File: src/rtl/truth_table_pkg.sv
// Shared types and constants for the truth-table sequencer and its sample checker.
package truth_table_pkg;

    localparam int unsigned NUM_ROWS = 8;
    localparam int unsigned ROW_W    = 3;
    localparam int unsigned WORD_W   = 8;
    localparam int unsigned SETTLE_W = 8;
    localparam int unsigned SAMPLE_W = 4;

    typedef enum logic [2:0] {
        IDLE   = 3'd0,
        APPLY  = 3'd1,
        SETTLE = 3'd2,
        SAMPLE = 3'd3,
        DONE   = 3'd4
    } tt_state_e;

    // Row 000 lands in the MSB of the truth-table word, row 111 in the LSB.
    function automatic logic [ROW_W-1:0] row_to_bit(input logic [ROW_W-1:0] r);
        return ROW_W'(NUM_ROWS - 1) - r;
    endfunction

endpackage

File: src/rtl/tt_sample_checker.sv
// Multi-sample capture for one row: records the first sample and flags any later disagreement.
module tt_sample_checker
    import truth_table_pkg::*;
#(
    parameter int unsigned NUM_SAMPLES = 2
) (
    input  logic i_clk,
    input  logic i_rst,
    input  logic i_start_sample,
    input  logic i_sample_en,
    input  logic i_gate_out,
    output logic o_value_c,
    output logic o_stable_c,
    output logic o_last_c
);

    logic [SAMPLE_W-1:0] r_cnt;
    logic                r_value;
    logic                w_first;

    assign w_first = (r_cnt == '0);

    // start_sample rewinds the count so the next enabled cycle is the first sample.
    always_ff @(posedge i_clk) begin
        if (i_rst || i_start_sample) begin
            r_cnt <= '0;
        end else if (i_sample_en) begin
            r_cnt <= r_cnt + SAMPLE_W'(1);
        end

        if (i_rst) begin
            r_value <= 1'b0;
        end else if (i_sample_en && w_first) begin
            r_value <= i_gate_out;
        end
    end

    assign o_value_c  = w_first ? i_gate_out : r_value;
    assign o_stable_c = w_first || (i_gate_out == r_value);
    assign o_last_c   = (r_cnt == SAMPLE_W'(NUM_SAMPLES - 1));

endmodule

File: src/rtl/truth_table_sequencer.sv
// Sweeps a 3-input gate through all rows, samples its output and builds/compares the truth-table word.
module truth_table_sequencer
    import truth_table_pkg::*;
#(
    parameter int unsigned SETTLE_CYCLES = 4,
    parameter int unsigned NUM_SAMPLES   = 2
) (
    input  logic        clk,
    input  logic        rst,
    input  logic        start,
    input  logic [7:0]  expected,
    output logic        gate_in1,
    output logic        gate_in2,
    output logic        gate_in3,
    input  logic        gate_out,
    output logic        busy,
    output logic        done,
    output logic [7:0]  captured,
    output logic [7:0]  mismatch,
    output logic        pass,
    output logic [7:0]  unstable
);

    tt_state_e           r_state,    w_state_nxt;
    logic [ROW_W-1:0]    r_row,      w_row_nxt;
    logic [ROW_W-1:0]    r_gate_in,  w_gate_in_nxt;
    logic [SETTLE_W-1:0] r_settle,   w_settle_nxt;
    logic [WORD_W-1:0]   r_expected, w_expected_nxt;
    logic [WORD_W-1:0]   r_captured, w_captured_nxt;
    logic [WORD_W-1:0]   r_unstable, w_unstable_nxt;
    logic [WORD_W-1:0]   r_mismatch, w_mismatch_nxt;
    logic                r_busy,     w_busy_nxt;
    logic                r_done,     w_done_nxt;
    logic                r_pass,     w_pass_nxt;

    logic                w_start_sample;
    logic                w_sample_en;
    logic                w_value;
    logic                w_stable;
    logic                w_last;
    logic [ROW_W-1:0]    w_bit;

    assign w_bit = row_to_bit(r_row);

    tt_sample_checker #(
        .NUM_SAMPLES (NUM_SAMPLES)
    ) u_sample_checker (
        .i_clk          (clk),
        .i_rst          (rst),
        .i_start_sample (w_start_sample),
        .i_sample_en    (w_sample_en),
        .i_gate_out     (gate_out),
        .o_value_c      (w_value),
        .o_stable_c     (w_stable),
        .o_last_c       (w_last)
    );

    always_ff @(posedge clk) begin
        if (rst) begin
            r_state    <= IDLE;
            r_row      <= '0;
            r_gate_in  <= '0;
            r_settle   <= '0;
            r_expected <= '0;
            r_captured <= '0;
            r_unstable <= '0;
            r_mismatch <= '0;
            r_busy     <= 1'b0;
            r_done     <= 1'b0;
            r_pass     <= 1'b0;
        end else begin
            r_state    <= w_state_nxt;
            r_row      <= w_row_nxt;
            r_gate_in  <= w_gate_in_nxt;
            r_settle   <= w_settle_nxt;
            r_expected <= w_expected_nxt;
            r_captured <= w_captured_nxt;
            r_unstable <= w_unstable_nxt;
            r_mismatch <= w_mismatch_nxt;
            r_busy     <= w_busy_nxt;
            r_done     <= w_done_nxt;
            r_pass     <= w_pass_nxt;
        end
    end

    // Next row is launched from the last SAMPLE cycle, so NEXT costs no cycle of its own.
    always_comb begin
        w_state_nxt    = r_state;
        w_row_nxt      = r_row;
        w_gate_in_nxt  = r_gate_in;
        w_settle_nxt   = r_settle;
        w_expected_nxt = r_expected;
        w_captured_nxt = r_captured;
        w_unstable_nxt = r_unstable;
        w_mismatch_nxt = r_mismatch;
        w_pass_nxt     = r_pass;
        w_start_sample = 1'b0;
        w_sample_en    = 1'b0;

        case (r_state)
            IDLE: begin
                w_gate_in_nxt = '0;
                if (start) begin
                    w_expected_nxt = expected;
                    w_row_nxt      = '0;
                    w_captured_nxt = '0;
                    w_unstable_nxt = '0;
                    w_state_nxt    = APPLY;
                end
            end
            APPLY: begin
                w_settle_nxt = SETTLE_W'(SETTLE_CYCLES - 1);
                w_state_nxt  = SETTLE;
            end
            SETTLE: begin
                if (r_settle == '0) begin
                    w_start_sample = 1'b1;
                    w_state_nxt    = SAMPLE;
                end else begin
                    w_settle_nxt = r_settle - SETTLE_W'(1);
                end
            end
            SAMPLE: begin
                w_sample_en = 1'b1;
                if (!w_stable) begin
                    w_unstable_nxt[w_bit] = 1'b1;
                end
                if (w_last) begin
                    w_captured_nxt[w_bit] = w_value;
                    if (r_row == ROW_W'(NUM_ROWS - 1)) begin
                        w_state_nxt = DONE;
                    end else begin
                        w_row_nxt     = r_row + ROW_W'(1);
                        w_gate_in_nxt = r_row + ROW_W'(1);
                        w_state_nxt   = APPLY;
                    end
                end
            end
            DONE: begin
                w_gate_in_nxt = '0;
                w_state_nxt   = IDLE;
            end
            default: begin
                w_gate_in_nxt = '0;
                w_state_nxt   = IDLE;
            end
        endcase

        w_busy_nxt = (w_state_nxt != IDLE);
        w_done_nxt = (w_state_nxt == DONE);
        if (w_state_nxt == DONE) begin
            w_mismatch_nxt = w_captured_nxt ^ r_expected;
            w_pass_nxt     = (w_captured_nxt == r_expected) && (w_unstable_nxt == '0);
        end
    end

    assign gate_in1 = r_gate_in[2];
    assign gate_in2 = r_gate_in[1];
    assign gate_in3 = r_gate_in[0];
    assign busy     = r_busy;
    assign done     = r_done;
    assign captured = r_captured;
    assign mismatch = r_mismatch;
    assign pass     = r_pass;
    assign unstable = r_unstable;

endmodule

File: config.mk
export PLATFORM = sky130hd
export DESIGN_NAME = truth_table_sequencer
export DESIGN_NICKNAME = d
export VERILOG_FILES = /design/src/rtl/truth_table_pkg.sv /design/src/rtl/tt_sample_checker.sv /design/src/rtl/truth_table_sequencer.sv
export SDC_FILE = /design/constraint.sdc
export NUM_CORES = 1
export LEC_CHECK = 0
export CORE_ASPECT_RATIO = 1.75
export CORE_UTILIZATION = 53
export CTS_BUF_LIST = sky130_fd_sc_hd__clkbuf_4 sky130_fd_sc_hd__clkbuf_8 sky130_fd_sc_hd__clkbuf_16
export DETAILED_ROUTE_END_ITERATION = 8
export HOLD_SLACK_MARGIN = 0.08
export PLACE_DENSITY = 0.79
export SLEW_MARGIN = 10
export SYNTH_ARGS = -nofsm -noshare
export SYNTH_HDL_FRONTEND = slang
export SYNTH_SLANG_ARGS = --single-unit
File: constraint.sdc
create_clock -name clk -period 2.25 [get_ports clk]
set_input_delay 0.45 -clock clk [delete_from_list [all_inputs] [get_ports clk]]
set_output_delay 0.45 -clock clk [all_outputs]
set_load 0.005 [all_outputs]
==> flow_summary.toml <==
[status]
status = "finished, final reports clean"

[placement]
place_congestion = 0.798
io_buffers = 41
placed_area_mm2 = 0.00312
hpwl_mm = 4.14
dp.cells = 385

[route]
drt_iter0_markers = 78
drc = 0
drtPass1Iterations = 4
drtAntennaViolNets = 0
vias = 2188
vias_per_cell = 5.44
wl_per_cell_um = 14.0
drt-total-wl_mm = 5.64

[finish]
stdcell_count = 402
area_growth_pct = 28.1
final_nets = 363
final_core_util = 0.708
antennaDiodeCount = 0
drive_gt1_frac = 0.149
n_fill_cell = 383
final_common_cell = "dfxtp_1"
layout_common_cells = "55 x dfxtp_1, 41 x clkdlybuf4s50_1, 37 x nand2_1, 37 x nor2_1, 20 x a21oi_1"
final_area_mm2 = 0.00333

[synth]
avgSynthCellArea_um2 = 9.00
synth-main-ff-cell = "dfxtp_1"
syn_inst = 289
async_flop_share = 0
synth-edff-count = 0
ys_top_cells_by_area = "dfxtp_1 44%, nand2_1 5.3%, nor2_1 5.3%, mux2i_1 4.6%, a21oi_1 3.8%"
yosysSeqAreaShare = 0.439
ys_types = 46
ys_ff_latch = 57
yosys_warnings = 0
synth.largest_area_cell = "dfxtp_1"
synth_top_cell_area_share = 0.439
syn_area_mm2 = 0.00260
synth_nets = 307

[worst_setup_path]
r2r_end = "pass"
crit_fanout = 8
required_ns = 2.52
startpoint_type = "flop"
rr_worst_depth = 9
arrival_ns = 2.44
r2r_slack_ns = 0.08
worstSetupStartpoint = "u_sample_checker.r_cnt[0]"
rr_startpoint = "u_sample_checker.r_cnt[0]"
critPathCaptureType = "flop"
worstSetupPathType = "flop to flop"

[grt]
grt-ovfl-total = 0
grt_pass1_wl_mm = 9.46
grt_pass1_vias = 2182
grt_start_max_net_pins = 44
antenna_found_initial = 0
grt_usage = 0.256

[die]
dieArea_mm2 = 0.00520
core_mm2 = 0.00471
die_w_um = 54.9
rows = 33
pin_count = 42
fp.dieH_um = 94.7
initial_utilization = 0.552

[timing]
max_freq_mhz = 461
max_slew_margin = 0.652
finalSetupViolations = 0
fin_crit_ns = 2.17
slew_viol_final = 0
skew_ns = 0.00783
hold_violations = 0
tightestPinTransition_ns = 0.521
rsz0062_at_grt = "yes"
finalCritPeriodShare = 0.965
timing.hold.ws_ns = 0.460

[worst_hold_path]
whs_path_depth = 2
holdPathEnd = "r_gate_in[0]"
min_from = "r_gate_in[0]"
holdCritPathClass = "flop to flop"

[power_and_ir_drop]
power_density_mw_per_mm2 = 754
total_leakage_power_nw = 1.37
peakVddDrop_mv = 0.786
finalPower_mw = 2.51

[cts]
insertion_delay_ns = 0.34
cts_hold_buffers = 0
root_buffer = "clkbuf_8"
cts_tree = "yes"
cts_made_buffers = 9
h-tree-depth = 3
cts_num_sinks = 57
clk_pin_slew_ns = 0.06
clock_path_buffers = 2

[run]
drv_cap = 0
==> kinds of logic (layout without fill, tap and decap cells) <==
family,Yosys count,in the layout,share of synthesized area
AND/OR/NAND/NOR,135,135,0.280
AO/OA/AOI/OAI,39,39,0.0905
flip-flops,57,57,0.439
adder cells (fa/ha/maj),6,6,0.0289
buffers and inverters,21,82,0.0472
XOR/XNOR,17,17,0.0573
multiplexers,14,14,0.0573
==> worst max-delay path, stage by stage (launching register included) <==
cell	delay, ns
dfxtp_2	0.37
inv_1	0.06
ha_1	0.19
nor3b_4	0.16
mux2i_4	0.23
mux2_4	0.30
buf_4	0.14
nand4b_4	0.15
a2111o_1	0.37
o21ai_1	0.12
==> registers in the layout, indices dropped and copies added (netlist names) <==
signal and count:
busy 1, captured 8, done 1, mismatch 8, pass 1, r_expected 8, r_gate_in 3, r_row 3
r_settle 8, r_state 3, u_sample_checker.r_cnt 4, u_sample_checker.r_value 1, unstable 8
==> metrics by stage <==
step | setup WS (ns) | setup TNS, ns
finish | 0.0799 | 0
global route | -0.0140 | -0.0140
CTS | 0.0454 | 0
detailed placement | -0.234 | -0.468
global placement | -0.170 | -0.299
floorplan | 0.207 | 0
==> final cells by class <==
cell class,count,area [µm²],area share
clock inverters,3,15.0,0.00451
multi-input cells,211,1360,0.409
clock buffers,13,166,0.0500
repair buffers,60,557,0.167
well taps,52,65.1,0.0195
flip-flops and latches,57,1140,0.343
inverters,6,22.5,0.00676
==> worst max path at each step <==
stage | endpoint | slack (ns)
floorplan | pass | 0.21
global route | pass | -0.01
finish | pass | 0.08
CTS | pass | 0.05
global placement | pass | -0.17
detailed placement | pass | -0.23
==> routing by layer <==
metal  GRT usage  share of wire  up-vias
li1            -              -     1108
met1       0.268           0.40     1004
met2       0.439           0.54       59
met4       0.125          0.028        0
met3      0.0789          0.035       17
met5           0              0        -
==> what timing repair did <==
action,CTS,global route
setup endpoints to repair,1,1
gates resized for setup,2,5
pin swaps,0,1
setup buffers,0,1
==> Yosys cell counts, types with 4 or more instances <==
master    instances
dfxtp_1          57
nand2_1          37
nor2_1           37
a21oi_1          20
mux2i_1          12
nor2b_1          11
xor2_1           10
a22oi_1           8
nand3_1           7
nand4b_1          7
xnor2_1           7
ha_1              6
inv_1             6
clkbuf_1          5
nand4_1           5
buf_6             4
nor4_1            4
o21ai_0           4
==> where the power goes <==
group          internal [mW]  switching [mW]
Clock                  0.478           0.387
Sequential              1.09          0.0599
Combinational          0.224           0.276
Power figures use the tool's default switching activity.
